===== src/rtl/clk_pwr_pkg.sv =====
// rtl/clk_pwr_pkg.sv - shared types, defaults and state decode for the clock/power controller
package clk_pwr_pkg;

    // Encoding is exported unchanged on state_o for telemetry.
    typedef enum logic [2:0] {
        ST_PWRUP  = 3'd0,
        ST_SETTLE = 3'd1,
        ST_RUN    = 3'd2,
        ST_LIGHT  = 3'd3,
        ST_DEEP   = 3'd4
    } pwr_state_t;

    localparam int DEF_N_REQ      = 2;
    localparam int DEF_PU_CYC     = 8;
    localparam int DEF_SETTLE_CYC = 4;
    localparam int DEF_IDLE_HOLD  = 4;
    localparam int DEF_TIMER_W    = 16;

    typedef struct packed {
        logic hf_pu;
        logic hf_en;
        logic osc_ready;
    } osc_outs_t;

    // Oscillator pin decode for a given state.
    function automatic osc_outs_t state_outs(input pwr_state_t st);
        osc_outs_t o;
        o = '{hf_pu: 1'b1, hf_en: 1'b0, osc_ready: 1'b0};
        unique case (st)
            ST_PWRUP:  o = '{hf_pu: 1'b1, hf_en: 1'b0, osc_ready: 1'b0};
            ST_SETTLE: o = '{hf_pu: 1'b1, hf_en: 1'b1, osc_ready: 1'b0};
            ST_RUN:    o = '{hf_pu: 1'b1, hf_en: 1'b1, osc_ready: 1'b1};
            ST_LIGHT:  o = '{hf_pu: 1'b1, hf_en: 1'b0, osc_ready: 1'b0};
            ST_DEEP:   o = '{hf_pu: 1'b0, hf_en: 1'b0, osc_ready: 1'b0};
            default:   o = '{hf_pu: 1'b1, hf_en: 1'b0, osc_ready: 1'b0};
        endcase
        return o;
    endfunction

endpackage


===== src/rtl/clk_pwr_ctrl_if.sv =====
// rtl/clk_pwr_ctrl_if.sv - request/wake inputs and oscillator/gate outputs of the controller
interface clk_pwr_if #(
    parameter int N_REQ   = clk_pwr_pkg::DEF_N_REQ,
    parameter int TIMER_W = clk_pwr_pkg::DEF_TIMER_W
);
    logic [N_REQ-1:0]   clk_req;
    logic               deep_en;
    logic               ext_wake;
    logic               wake_tmr_en;
    logic [TIMER_W-1:0] wake_tmr_val;
    logic               hf_pu;
    logic               hf_en;
    logic               osc_ready;
    logic [N_REQ-1:0]   gate_en;
    logic               wake_tmr_fire;
    logic [2:0]         state_o;

    // Requesters and system top level.
    modport master (
        output clk_req, deep_en, ext_wake, wake_tmr_en, wake_tmr_val,
        input  hf_pu, hf_en, osc_ready, gate_en, wake_tmr_fire, state_o
    );

    // The controller itself.
    modport slave (
        input  clk_req, deep_en, ext_wake, wake_tmr_en, wake_tmr_val,
        output hf_pu, hf_en, osc_ready, gate_en, wake_tmr_fire, state_o
    );
endinterface


===== src/rtl/clk_pwr_ctrl_wake_timer.sv =====
// rtl/clk_pwr_ctrl_wake_timer.sv - sleep wake timer: loadable down-counter with one-cycle expiry pulse
module wake_timer #(
    parameter int W = 16
) (
    input  logic         clk,
    input  logic         rst_n,
    input  logic         load,
    input  logic         run,
    input  logic         en,
    input  logic [W-1:0] load_val,
    output logic         fire
);
    logic [W-1:0] cnt;

    // Load on sleep entry, count down while sleeping and enabled, pulse on the first cycle at zero.
    always_ff @(posedge clk or negedge rst_n) begin
        if (!rst_n) begin
            cnt  <= '0;
            fire <= 1'b0;
        end else begin
            fire <= 1'b0;
            if (load) begin
                cnt  <= load_val;
                fire <= en && (load_val == '0);
            end else if (run && en && (cnt != '0)) begin
                cnt  <= cnt - 1'b1;
                fire <= (cnt == W'(1));
            end
        end
    end
endmodule


===== src/rtl/clk_pwr_ctrl.sv =====
// rtl/clk_pwr_ctrl.sv - HFOSC power sequencing FSM with request arbitration and clock gating
module clk_pwr_ctrl
    import clk_pwr_pkg::*;
#(
    parameter int N_REQ      = DEF_N_REQ,
    parameter int PU_CYC     = DEF_PU_CYC,
    parameter int SETTLE_CYC = DEF_SETTLE_CYC,
    parameter int IDLE_HOLD  = DEF_IDLE_HOLD,
    parameter int TIMER_W    = DEF_TIMER_W
) (
    input  logic     clk,
    input  logic     rst_n,
    clk_pwr_if.slave bus
);
    localparam int DLY_MAX = (PU_CYC > SETTLE_CYC) ? PU_CYC : SETTLE_CYC;
    localparam int DLY_W   = $clog2(DLY_MAX + 1);
    localparam int IDLE_W  = $clog2(IDLE_HOLD + 1);

    pwr_state_t       state, state_nxt;
    logic [DLY_W-1:0] dly_cnt, dly_nxt;
    logic [IDLE_W-1:0] idle_cnt, idle_nxt;
    osc_outs_t        outs_q;
    logic [N_REQ-1:0] gate_q;
    logic             any_req;
    logic             wake;
    logic             sleep_now;
    logic             sleep_nxt;
    logic             tmr_load;
    logic             tmr_run;
    logic             tmr_fire;

    assign any_req   = |bus.clk_req;
    assign wake      = any_req | bus.ext_wake | tmr_fire;
    assign sleep_now = (state == ST_LIGHT) || (state == ST_DEEP);
    assign sleep_nxt = (state_nxt == ST_LIGHT) || (state_nxt == ST_DEEP);
    // The timer only counts while sleep continues, so it can never pulse in a wake state.
    assign tmr_load  = (state == ST_RUN) && sleep_nxt;
    assign tmr_run   = sleep_now && sleep_nxt;

    wake_timer #(.W(TIMER_W)) u_wake_timer (
        .clk      (clk),
        .rst_n    (rst_n),
        .load     (tmr_load),
        .run      (tmr_run),
        .en       (bus.wake_tmr_en),
        .load_val (bus.wake_tmr_val),
        .fire     (tmr_fire)
    );

    // Next-state, delay counter and idle counter decode.
    always_comb begin
        state_nxt = state;
        dly_nxt   = dly_cnt;
        idle_nxt  = '0;
        unique case (state)
            ST_PWRUP: begin
                if (dly_cnt == DLY_W'(PU_CYC - 1)) begin
                    state_nxt = ST_SETTLE;
                    dly_nxt   = '0;
                end else begin
                    dly_nxt = dly_cnt + 1'b1;
                end
            end
            ST_SETTLE: begin
                if (dly_cnt == DLY_W'(SETTLE_CYC - 1)) begin
                    state_nxt = ST_RUN;
                    dly_nxt   = '0;
                end else begin
                    dly_nxt = dly_cnt + 1'b1;
                end
            end
            ST_RUN: begin
                // A request arriving on the would-be sleep cycle wins and restarts the hold.
                if (any_req) begin
                    idle_nxt = '0;
                end else if (idle_cnt == IDLE_W'(IDLE_HOLD)) begin
                    state_nxt = bus.deep_en ? ST_DEEP : ST_LIGHT;
                end else begin
                    idle_nxt = idle_cnt + 1'b1;
                end
            end
            ST_LIGHT: begin
                if (wake) state_nxt = ST_SETTLE;
            end
            ST_DEEP: begin
                if (wake) state_nxt = ST_PWRUP;
            end
            default: begin
                state_nxt = ST_PWRUP;
                dly_nxt   = '0;
            end
        endcase
    end

    // State and counters; outputs are registered from the next state so they change with it.
    always_ff @(posedge clk or negedge rst_n) begin
        if (!rst_n) begin
            state    <= ST_PWRUP;
            dly_cnt  <= '0;
            idle_cnt <= '0;
            outs_q   <= state_outs(ST_PWRUP);
            gate_q   <= '0;
        end else begin
            state    <= state_nxt;
            dly_cnt  <= dly_nxt;
            idle_cnt <= idle_nxt;
            outs_q   <= state_outs(state_nxt);
            gate_q   <= (state_nxt == ST_RUN) ? bus.clk_req : '0;
        end
    end

    assign bus.hf_pu         = outs_q.hf_pu;
    assign bus.hf_en         = outs_q.hf_en;
    assign bus.osc_ready     = outs_q.osc_ready;
    assign bus.gate_en       = gate_q;
    assign bus.wake_tmr_fire = tmr_fire;
    assign bus.state_o       = state;
endmodule

===== src/flat_wrapper.sv =====
// flat-port wrapper written by rule: the top's interface ports become plain ports
module clk_pwr_ctrl_flat import clk_pwr_pkg::*;
#(
    parameter int N_REQ      = DEF_N_REQ,
    parameter int PU_CYC     = DEF_PU_CYC,
    parameter int SETTLE_CYC = DEF_SETTLE_CYC,
    parameter int IDLE_HOLD  = DEF_IDLE_HOLD,
    parameter int TIMER_W    = DEF_TIMER_W
)
  (clk, rst_n, bus_clk_req, bus_deep_en, bus_ext_wake, bus_wake_tmr_en, bus_wake_tmr_val, bus_hf_pu, bus_hf_en, bus_osc_ready, bus_gate_en, bus_wake_tmr_fire, bus_state_o);
  clk_pwr_if #(.N_REQ(N_REQ), .TIMER_W(TIMER_W)) bus_i ();
  input  logic clk;
  input  logic rst_n;
  input wire logic [$bits(bus_i.clk_req)-1:0] bus_clk_req;
  input wire logic [$bits(bus_i.deep_en)-1:0] bus_deep_en;
  input wire logic [$bits(bus_i.ext_wake)-1:0] bus_ext_wake;
  input wire logic [$bits(bus_i.wake_tmr_en)-1:0] bus_wake_tmr_en;
  input wire logic [$bits(bus_i.wake_tmr_val)-1:0] bus_wake_tmr_val;
  output wire logic [$bits(bus_i.hf_pu)-1:0] bus_hf_pu;
  output wire logic [$bits(bus_i.hf_en)-1:0] bus_hf_en;
  output wire logic [$bits(bus_i.osc_ready)-1:0] bus_osc_ready;
  output wire logic [$bits(bus_i.gate_en)-1:0] bus_gate_en;
  output wire logic [$bits(bus_i.wake_tmr_fire)-1:0] bus_wake_tmr_fire;
  output wire logic [$bits(bus_i.state_o)-1:0] bus_state_o;
  assign bus_i.clk_req = bus_clk_req;
  assign bus_i.deep_en = bus_deep_en;
  assign bus_i.ext_wake = bus_ext_wake;
  assign bus_i.wake_tmr_en = bus_wake_tmr_en;
  assign bus_i.wake_tmr_val = bus_wake_tmr_val;
  assign bus_hf_pu = bus_i.hf_pu;
  assign bus_hf_en = bus_i.hf_en;
  assign bus_osc_ready = bus_i.osc_ready;
  assign bus_gate_en = bus_i.gate_en;
  assign bus_wake_tmr_fire = bus_i.wake_tmr_fire;
  assign bus_state_o = bus_i.state_o;
  clk_pwr_ctrl #(.N_REQ(N_REQ), .PU_CYC(PU_CYC), .SETTLE_CYC(SETTLE_CYC), .IDLE_HOLD(IDLE_HOLD), .TIMER_W(TIMER_W)) u_core (.clk(clk), .rst_n(rst_n), .bus(bus_i));
endmodule

===== config.mk =====
export PLATFORM = sky130hd
export DESIGN_NAME = clk_pwr_ctrl_flat
export DESIGN_NICKNAME = d
export VERILOG_FILES = /design/src/rtl/clk_pwr_pkg.sv /design/src/rtl/clk_pwr_ctrl_if.sv /design/src/rtl/clk_pwr_ctrl_wake_timer.sv /design/src/rtl/clk_pwr_ctrl.sv /design/src/flat_wrapper.sv
export SDC_FILE = /design/constraint.sdc
export NUM_CORES = 1
export LEC_CHECK = 0
export ABC_CLOCK_PERIOD_IN_PS = 3650
export BUFFER_PORTS_ARGS = -buffer_cell sky130_fd_sc_hd__buf_2
export CELL_PAD_IN_SITES_DETAIL_PLACEMENT = 1
export CELL_PAD_IN_SITES_GLOBAL_PLACEMENT = 1
export CORE_UTILIZATION = 45
export DETAILED_ROUTE_END_ITERATION = 12
export GPL_TIMING_DRIVEN = 0
export PLACE_DENSITY_LB_ADDON = 0.1
export SYNTH_ARGS = -nofsm -noshare
export SYNTH_HDL_FRONTEND = slang
export SYNTH_SLANG_ARGS = --single-unit

===== constraint.sdc =====
create_clock -name clk -period 3.65 [get_ports clk]
set_clock_uncertainty 0.05 [all_clocks]
set_input_delay 0 -clock clk [delete_from_list [all_inputs] [get_ports clk]]
set_output_delay 0 -clock clk [all_outputs]
set_load 0.05 [all_outputs]

== Word-level counts from Yosys, hierarchy flattened ==
Cells that the tools add are included.
W data, S select, Z words.

* Latch bits: 0
* Memories kept: 0
* Word-level logic and storage cells: 59
* Output and inout port bits: 9
* Register bits after elaboration: 32
* Input bits: 23
* ROM bits: 0
* RAM bits: 0

* $add $sub $neg: 3
* $mul: 0
* Order comparisons: 0
* Reduce and logical (&&, ||, !) cells: 13
* Mux-type cells: 20
* Bitwise operators: 2
* Divide/modulo/power cells: 0
* Shift-type cells: 0
* Eq/ne operators: 12

{| class="wikitable"
|+ Operators by type and width
! cell !! count
|-
| $mux W16 || 2
|-
| $mux W3 || 10
|-
| $eq A16 B1 Y1 const B || 1
|-
| $logic_not A16 Y1 || 1
|-
| $reduce_bool A16 Y1 || 1
|-
| $sub A16 B1 Y16 const B || 1
|-
| $pmux W3 S5 || 1
|-
| $eq A3 B2 Y1 const B || 4
|-
| $pmux W4 S3 || 1
|-
| $eq A3 B3 Y1 const B || 3
|-
| $pmux W3 S3 || 1
|-
| $mux W4 || 2
|-
| $eq A3 B1 Y1 const B || 2
|-
| $logic_and A1 B1 Y1 || 5
|-
| $add A4 B1 Y4 const B || 1
|-
| $eq A4 B2 Y1 const B || 1
|-
| $eq A4 B3 Y1 const B || 1
|-
| $add A3 B1 Y3 const B || 1
|-
| $logic_not A3 Y1 || 1
|-
| $reduce_or A3 Y1 || 1
|-
| $logic_or A1 B1 Y1 || 2
|-
| $mux W1 || 2
|-
| $mux W2 || 1
|-
| $or A1 B1 Y1 || 2
|-
| other kinds (2) || 2
|}

== Longest topological paths before layout ==
Gate-level depths: netlist (run 1).

* Depth after elaboration: 12
* Depth in mapped cells: 8
* Depth with buffers taken out: 7

== Hierarchy ==
Synthesis (run 1) repeated with hierarchy kept, for this count alone.

* Cell total of the unflattened synthesis: 214
* Area, all modules: 1943.1 um^2

{| class="wikitable"
|+ By module, submodules not included
! module !! area each (um^2) !! instances !! sequential area each (um^2) !! cells an instance
|-
| wake_timer || 1158.6 || 1 || 425.4 || 140
|-
| clk_pwr_ctrl || 784.5 || 1 || 376.6 || 74
|}

== Worst setup path after synthesis (run 1) ==
No wires, ideal clock.

* Kind: register to register
* Start point: register u_core.state[1], in the netlist u_core.bus.state_o[1]
* End point: register u_core.u_wake_timer.cnt[8]
* Arrival: 2.041 ns
* Data required time: 3.474 ns
* Path buffers: 2
* Path slack: 1.433 ns
* Clock period less this slack: 2.217 ns
* Cell stages (with the launch flop): 7
* Setup time: 0.126 ns
* Path through: dfrtp_1 -> clkbuf_1 -> or3b_2 -> clkbuf_1 -> o211ai_1 -> o31ai_1 -> a221o_1

* Cells in the longest elaborated chain, start to end: 9
* Elaborated cells between the ends (all ways): 22
* Classes of those cells: eq/ne (6); mux (8); reduce/logical (8)

{| class="wikitable"
|+ RTL lines
! item !! RTL line !! source
|-
| from (decl) || clk_pwr_ctrl.sv:19 || <nowiki>pwr_state_t state, state_nxt;</nowiki>
|-
| from (signal assigned) || clk_pwr_ctrl.sv:104 || <nowiki>state <= state_nxt;</nowiki>
|-
| $mux W3 || clk_pwr_ctrl.sv:76 || <nowiki>end else if (idle_cnt == IDLE_W'(IDLE_HOLD)) begin</nowiki>
|-
| $mux W3 || clk_pwr_ctrl.sv:74 || <nowiki>if (any_req) begin</nowiki>
|-
| $pmux W3 S5 || clk_pwr_ctrl.sv:55 || <nowiki>unique case (state)</nowiki>
|-
| $eq A3 B2 Y1 or $eq A3 B3 Y1 (tied branches) || clk_pwr_ctrl.sv:35 || <nowiki>assign sleep_nxt = (state_nxt == ST_LIGHT) || (state_nxt == ST_DEEP);</nowiki>
|-
| $logic_or A1 B1 Y1 || clk_pwr_ctrl.sv:35 ||
|-
| $logic_and A1 B1 Y1 || clk_pwr_ctrl.sv:38 || <nowiki>assign tmr_run = sleep_now && sleep_nxt;</nowiki>
|-
| $logic_and A1 B1 Y1 (2 in series) || clk_pwr_ctrl_wake_timer.sv:25 || <nowiki>end else if (run && en && (cnt != '0)) begin</nowiki>
|-
| $reduce_bool A2 Y1 (no line) || -- ||
|-
| to (signal assigned) || clk_pwr_ctrl_wake_timer.sv:23 || <nowiki>cnt <= load_val;</nowiki>
|-
| to (signal assigned) || clk_pwr_ctrl_wake_timer.sv:26 || <nowiki>cnt <= cnt - 1'b1;</nowiki>
|-
| to (decl) || clk_pwr_ctrl_wake_timer.sv:13 || <nowiki>logic [W-1:0] cnt;</nowiki>
|}

Several ways; a longest one is shown, not always the timed one.
A chain may end at the register's enable or synchronous reset.

== Worst setup path in the final report (run 1) ==
* Start point: register u_core.u_wake_timer.cnt[0]
* End point: register u_core.u_wake_timer.cnt[3]

* Cells in the longest elaborated chain, start to end: 3
* Elaborated cells between the ends (all ways): 6
* Classes of those cells: add/sub (1); mux (2); reduce/logical (3)

{| class="wikitable"
|+ RTL lines
! item !! RTL line
|-
| $sub A16 B1 Y16 or $reduce_bool A16 Y1 (tied branches) || clk_pwr_ctrl_wake_timer.sv:26, clk_pwr_ctrl_wake_timer.sv:25
|-
| $mux W16 or $logic_and A1 B1 Y1 (tied branches) || clk_pwr_ctrl_wake_timer.sv:25
|-
| $mux W16 or $reduce_bool A2 Y1 (tied branches) || --
|}

Several ways; a longest one is shown, not always the timed one. The select of a mux whose other input is x is not followed.

==> summary.md, run 1 <==
| Metric | Value |
|---|---|
| Port bufs | `31` |
| Static Leak | `0.00108 uW` |
| # rows | `23` |
| Max stage delay on crit path | `0.44 ns` |
| H-tree depth | `2` |
| Power Internal | `886 uW` |
| Hold Path Class | `in -> reg` |
| Final setup margin | `1.24 ns` |
| Fin. max-slew vios | `0` |
| Cell accounting for the most synthesized area | `dfrtp_1` |
| Final setup fails | `0` |
| Pwr dens | `585 mW/mm^2` |
| Crit path cell chain | `inv_1, ha_1, nor3b_1, nand3_1, o21ai_4, nor2_2, a211o_1` |
| Sequential share of power | `36.6%` |
| Die X | `68.8 um` |
| Layout Nets | `298` |
| Setup WS pre-CTS | `1.31 ns` |
| RSZ-0062 raised after global routing | `false` |
| Worst-margin pin slew | `0.776 ns` |
| Antenna violations before repair | `0` |
| Starting density of the core | `48.5%` |
| Wirelength per Cell | `18.9 um` |
| First-pass GRT wire length | `9580 um` |
| Switching share of power | `39.7%` |
| Clk sinks | `32` |
| Total GRT Usage | `28.5%` |
| Clock slew at reported path FFs | `0.07 ns` |
| Mean Syn Cell Area | `9.30 sq um` |
| Kind of critical path | `reg -> reg` |
| Post-synth EDFFs | `0` |
| Ys flop type | `dfrtp_1` |
| CTS tree | `done` |
| Peak Freq | `0.416 GHz` |
| Post-CTS sizing | `0` |
| Inserted Clock Buffers | `5` |
| Clk_lat worst skew | `0.29 ns` |
| Mapped Area | `0.00201 sq mm` |
| Combinational share of power | `37.3%` |
| Power share of the clock group | `26.1%` |
| Post-route cell area | `0.00251 sq mm` |
| Outcome | `finished clean` |
| Antenna Cells | `0` |
| Crit end category | `flop` |
| Fin crit period | `2.41 ns` |
| Post-placement cell area | `0.00223 sq mm` |
| Die Span Y | `68.8 um` |
| Area growth, synth to finish | `25.1%` |
| Synth area leaders | `dfrtp_1 39%, nand2_1 3.4%, nor3_1 3.2%` |
| Iteration-0 DRC Markers | `77` |
| Vias in the first global route | `1989` |
| Share of the synthesized area in the top cell type | `38.6%` |
| Post-Synthesis Cells | `216` |
| Sequential share of the synthesized area | `39.9%` |
| Relative slew margins | `48.3%` |
| Total power | `1470 uW` |
| Core Box Area | `0.00414 sq mm` |
| Setup_tns | `0 ns` |
| Max cap viols | `0` |
| Syn. warnings | `0` |
| Peak supply drop | `212 uV` |
| Largest net degree at the start of global routing | `33` |
| Post-route ant nets | `0` |
| Share of post-route cells with drive strength above 1 | `21.4%` |
| #FFs+latches synth | `32` |
| First drt pass iteration count | `4` |
| Max Buffers Root-to-Sink | `2` |
| Worst EP required | `3.78 ns` |
| Final period util | `65.9%` |
| I/O pin cnt | `32` |
| Syn Nets | `244` |
| Clk root buf | `clkbuf_8` |
| Die ar. | `0.00474 sq mm` |
| Placer Congestion | `0.808` |
| Post-synth cell types | `65` |
| Fillers | `492` |
| Detailed Place HPWL | `4240 um` |
| Final Hold Fails | `0` |
| Net switching power of the design | `584 uW` |
| DR vias/cell | `6.25` |
| GRT overflow | `0` |
| DRT Wirelength | `6080 um` |
| DR DRC count | `0` |
| Ys async rst share | `100%` |
| Max FO, Critical Path | `6` |
| Arrival time worst endpoint | `2.53 ns` |
| CP startpoint kind | `flop` |
| CP max-delay cell | `dfrtp_1` |
| Via Count | `2007` |
[cells in the mapped netlist (6+ instances only)]
cell and instances:
a21oi_1 6, dfrtp_1 31, inv_1 9, nand2_1 18, nand3_1 7, nor2_1 14
nor3_1 13
[final cells by class]
class | count | area, sq um | area share (%)
inverter | 9 | 33.8 | 1.34
clock buffer | 7 | 96.3 | 3.83
timing repair buffer | 47 | 315 | 12.5
sequential | 32 | 802 | 31.9
tap | 50 | 62.6 | 2.49
multi-input combinational | 167 | 1140 | 45.4
buffer | 8 | 32.5 | 1.29
clock inverter | 1 | 30.0 | 1.19
[per-layer routing]
layer | global-route usage (%) | share of wire [%]
met4 | 11.2 | 2.0
met3 | 6.58 | 5.1
met1 | 34.0 | 43
met2 | 49.3 | 49
met5 | 0 | 0
[flip-flops by register name (all words and copies together) (netlist names)]
register                  count
u_core.u_wake_timer.cnt      16
u_core.dly_cnt                4
u_core.bus.state_o            3
u_core.idle_cnt               3
u_core.bus.gate_en            2
u_core.bus.hf_en              1
u_core.bus.hf_pu              1
u_core.bus.osc_ready          1
u_core.u_wake_timer.fire      1
[worst paths after layout]
kind	slack [ns]	start	endpoint	cells past startpoint
worst min register to register	0.50	u_core.u_wake_timer.cnt[6]	u_core.u_wake_timer.cnt[6]	2
max in group asynchronous	2.78	rst_n	u_core.u_wake_timer.cnt[15]	2
worst max register to register	1.24	u_core.u_wake_timer.cnt[0]	u_core.u_wake_timer.cnt[3]	7
min in group asynchronous	0.28	rst_n	u_core.idle_cnt[2]	2
worst min-delay path	0.03	bus_wake_tmr_val[3]	u_core.u_wake_timer.cnt[3]	3
worst max-delay path	1.24	u_core.u_wake_timer.cnt[0]	u_core.u_wake_timer.cnt[3]	7
[critical path: cells and delay by family (launching register included)]
family | cells | cell delay [ns]
and+or+nand+nor | 3 | 0.88
AOI/OAI and AO/OA | 2 | 0.60
DFF | 1 | 0.44
adders and majority gates | 1 | 0.21
buffers and inverters | 1 | 0.10
[cell usage in the layout (no fill, tap or decap), types with 6 or more instances in the layout]
cell type and count:
buf_2 33, dfrtp_1 31, nand2_1 18, dlygate4sd3_1 16, nor2_1 14, nor3_1 13
inv_1 9, nand3_1 7, clkbuf_8 7, a21oi_1 6
[cells by family after synthesis]
group / synth area share (%)
multiplexers: 1.06
AO/OA/AOI/OAI: 23.5
flip-flops: 39.9
AND/OR/NAND/NOR: 28.2
buffers and inverters: 3.30
XOR/XNOR: 0.872
adder cells (fa/ha/maj): 3.11
[power groups by stage]
stage / Combinational (uW) / Sequential (uW) / Clock, uW
final: 548 / 538 / 384
after global routing: 602 / 553 / 403
after CTS: 548 / 535 / 390
after detailed placement: 534 / 540 / 0
after global placement: 518 / 533 / 0
after floorplan: 301 / 614 / 0
[timing repair]
action,in CTS,in global routing
hold endpoints to repair,46,0
hold buffers,16,0
setup buffers,0,0
[metrics by stage]
| step | hold WS, ns | std cells | util [%] |
|---|---|---|---|
| CTS | 0.0113 | 321 | 60.7 |
| detailed placement | 0.0675 | 297 | 53.7 |
| finish | 0.0252 | 321 | 60.7 |
| global placement | 0.0577 | 297 | 53.7 |
| global route | 0.0298 | 321 | 60.7 |
| floorplan | -0.346 | 216 | - |
No activity file was read; power rests on OpenSTA's default activity.
==> run 2, diff against run 1 <==
Settings changed: ABC_CLOCK_PERIOD_IN_PS 3650 to 2300, CORE_UTILIZATION 45 to 43.
Clock period 3.65 ns to 2.3 ns, I/O delays scaled along.
==> run 2 against run 1 <==
  * Sequential share of layout area decreased by 1.2 points
  * Largest power group unchanged
  * Critical path type unchanged
  * Non-clock buffer count increased by 1
  * Largest cell class unchanged
  * Cell area increased by 4.0%
==> summary.md, run 2 (synthesized netlist as in run 1, its figures left out) <==
| Metric | Value |
|---|---|
| Outcome | `finished clean` |
| Total power | `2390 uW (+62%)` |
| Starting density of the core | `45.5% (-3.0 points)` |
| Largest net degree at the start of global routing | `33 (unchanged)` |
| Core Box Area | `0.00441 sq mm (+6.5%)` |
| Clock slew at reported path FFs | `0.08 ns (about the same)` |
| RSZ-0062 raised after global routing | `true` |
| GRT overflow | `0 (unchanged)` |
| Crit path launch | `u_core.bus.state_o[0]` |
| Max Buffers Root-to-Sink | `2 (unchanged)` |
| I/O pin cnt | `32 (unchanged)` |
| Clk sinks | `32 (unchanged)` |
| Net switching power of the design | `967 uW (+66%)` |
| Post-placement cell area | `0.00223 sq mm (+0.11%)` |
| Switching share of power | `40.5% (+0.78 points)` |
| Kind of critical path | `reg -> reg` |
| Antenna Cells | `0 (unchanged)` |
| Die Span Y | `70.4 um (+2.2%)` |
| Power share of the clock group | `25.6% (-0.5 points)` |
| Post-route ant nets | `0 (unchanged)` |
| Fin. max-slew vios | `0 (unchanged)` |
| DR vias/cell | `6.27 (+0.31%)` |
| Iteration-0 DRC Markers | `116 (+51%)` |
| Share of post-route cells with drive strength above 1 | `26.5% (+5.1 points)` |
| Worst-margin pin slew | `0.771 ns (-0.00528 ns)` |
| Post-route cell area | `0.00262 sq mm (+4.0%)` |
| Wirelength per Cell | `19.5 um (+2.8%)` |
| CTS tree | `done` |
| Antenna violations before repair | `0 (unchanged)` |
| Final Util | `59.2% (-1.4 points)` |
| Final setup margin | `0.0639 ns (-1.18 ns)` |
| Worst EP required | `2.41 ns (-1.37 ns)` |
| Final period util | `97.2% (+31 points)` |
| Reg with most FFs | `u_core.u_wake_timer.cnt` |
| Die X | `70.4 um (+2.2%)` |
| Final setup fails | `0 (unchanged)` |
| Crit path capture | `u_core.u_wake_timer.cnt[8]` |
| Sequential share of power | `36.6% (about the same)` |
| Die ar. | `0.00495 sq mm (+4.5%)` |
| Vias in the first global route | `2086 (+4.9%)` |
| DR DRC count | `0 (unchanged)` |
| Clk_lat worst skew | `0.29 ns (about the same)` |
| DRT Wirelength | `6310 um (+3.7%)` |
| Commonest non-fill, non-tap cell in the layout | `buf_2` |
| Flop2flop setup slack | `0.06 ns (-1.18 ns)` |
| Sequential cell area | `802 sq um (unchanged)` |
| Area growth, synth to finish | `30.1%` |
| Peak supply drop | `338 uV (+59%)` |
| Hold Path Class | `in -> reg` |
| Top Registers | `u_core.u_wake_timer.cnt x16, u_core.dly_cnt x4` |
| Total GRT Usage | `27.0% (-1.5 points)` |
| First-pass GRT wire length | `10300 um (+7.7%)` |
| FF-to-FF End | `u_core.u_wake_timer.cnt[8]` |
| Via Count | `2032 (+1.2%)` |
| Peak Freq | `0.447 GHz (+7.6%)` |
| H-tree depth | `2 (unchanged)` |
| Setup_tns | `0 ns (unchanged)` |
| Detailed Place HPWL | `4250 um (+0.18%)` |
| Relative slew margins | `48.6% (+0.35 points)` |
| Power Internal | `1420 uW (+60%)` |
| Area of the multi-input gates | `0.00122 sq mm (+7.3%)` |
| Port bufs | `31 (unchanged)` |
| CP startpoint kind | `flop` |
| Placer Congestion | `0.813 (+0.58%)` |
| Inserted Clock Buffers | `5 (unchanged)` |
| Setup WS pre-CTS | `-0.0279 ns (-1.34 ns)` |
| Worst r2r path cells | `6 (-1)` |
| Fillers | `507 (+3.0%)` |
| Max FO, Critical Path | `10 (+4)` |
| Hold path start | `bus_wake_tmr_val[4]` |
| Worst R2R Start | `u_core.bus.state_o[0]` |
| Final Hold Fails | `0 (unchanged)` |
| Crit end category | `flop` |
| Arrival time worst endpoint | `2.35 ns (-0.18 ns)` |
| Max cap viols | `0 (unchanged)` |
| First drt pass iteration count | `4 (unchanged)` |
| Commonest cells after routing, fill and taps aside | `33 x buf_2, 31 x dfrtp_1, 17 x nand2_1, 17 x dlygate4sd3_1, 14 x nor2_1` |
| Fin crit period | `2.24 ns (-0.169 ns)` |
| Clk root buf | `clkbuf_8` |
| Max reg flops | `16 (unchanged)` |
| Combinational share of power | `37.8% (+0.5 points)` |
| Static Leak | `0.00112 uW (+3.6%)` |
| Pwr dens | `913 mW/mm^2 (+56%)` |
| Layout Nets | `299 (+0.34%)` |
| # rows | `24 (+4.3%)` |
## run 2: changes by cell type in the layout (fill, tap and decap cells not counted), moves of 2 or more
cell      change
clkbuf_1      -4
clkbuf_2      +4
nor3_1        -2
nor3b_1       -3
nor3b_2       +2
nor4_2        -2
nor4_4        +2
## run 2: timing repair
action,CTS,global route
setup endpoints to repair,9,17
setup buffers,0,0
endpoints found under the hold margin,47,0
pin swaps,0,2
hold buffers,17,0
resized for setup,3,20
## run 2: layer usage
metal	vias up	GRT usage, %	wire length (um)
met5	-	0	0
met4	0	8.67	58
met3	6	3.61	231
met2	58	47.9	3310
met1	1035	33.5	2710
li1	933	-	-
## run 2: area by class of cell
cell class / instances / share of cell area, %
Clock buffer: 7 / 3.68
Multi-Input combinational cell: 167 / 46.8
Tap cell: 52 / 2.49
Timing Repair Buffer: 48 / 12.4
Sequential cell: 32 / 30.7
Inverter: 9 / 1.29
Buffer: 8 / 1.44
Clock inverter: 1 / 1.15
## run 2: power by group through the flow
stage	combinational [uW]	clock (uW)	sequential [uW]
3_3_place_gp	816	0	849
6_report	902	611	875
3_5_place_dp	833	0	854
2_1_floorplan	477	0	974
5_1_grt	982	639	895
4_1_cts	868	620	845
## run 2: worst min path at each step
stage                                 end  cells after the start  slack (ns)
6_report       u_core.u_wake_timer.cnt[4]                      4        0.06
5_1_grt        u_core.u_wake_timer.cnt[4]                      4        0.07
4_1_cts        u_core.u_wake_timer.cnt[4]                      4       0.001
3_5_place_dp        u_core.bus.gate_en[0]                      1        0.06
2_1_floorplan       u_core.bus.gate_en[0]                      0       -0.35
3_3_place_gp        u_core.bus.gate_en[0]                      1        0.06
## run 2: critical path, cell delays in order, from the launching register on
cell	delay [ns]
dfrtp_1	0.45
buf_1	0.25
or3b_2	0.52
clkbuf_2	0.24
o211ai_1	0.17
o31ai_2	0.13
a221o_1	0.30
## run 2: per-stage QoR
stage,std cells,hold WS (ns)
floorplan,216,-0.346
global route,324,0.0660
global placement,299,0.0574
detailed placement,299,0.0617
CTS,324,0.00128
finish,324,0.0609
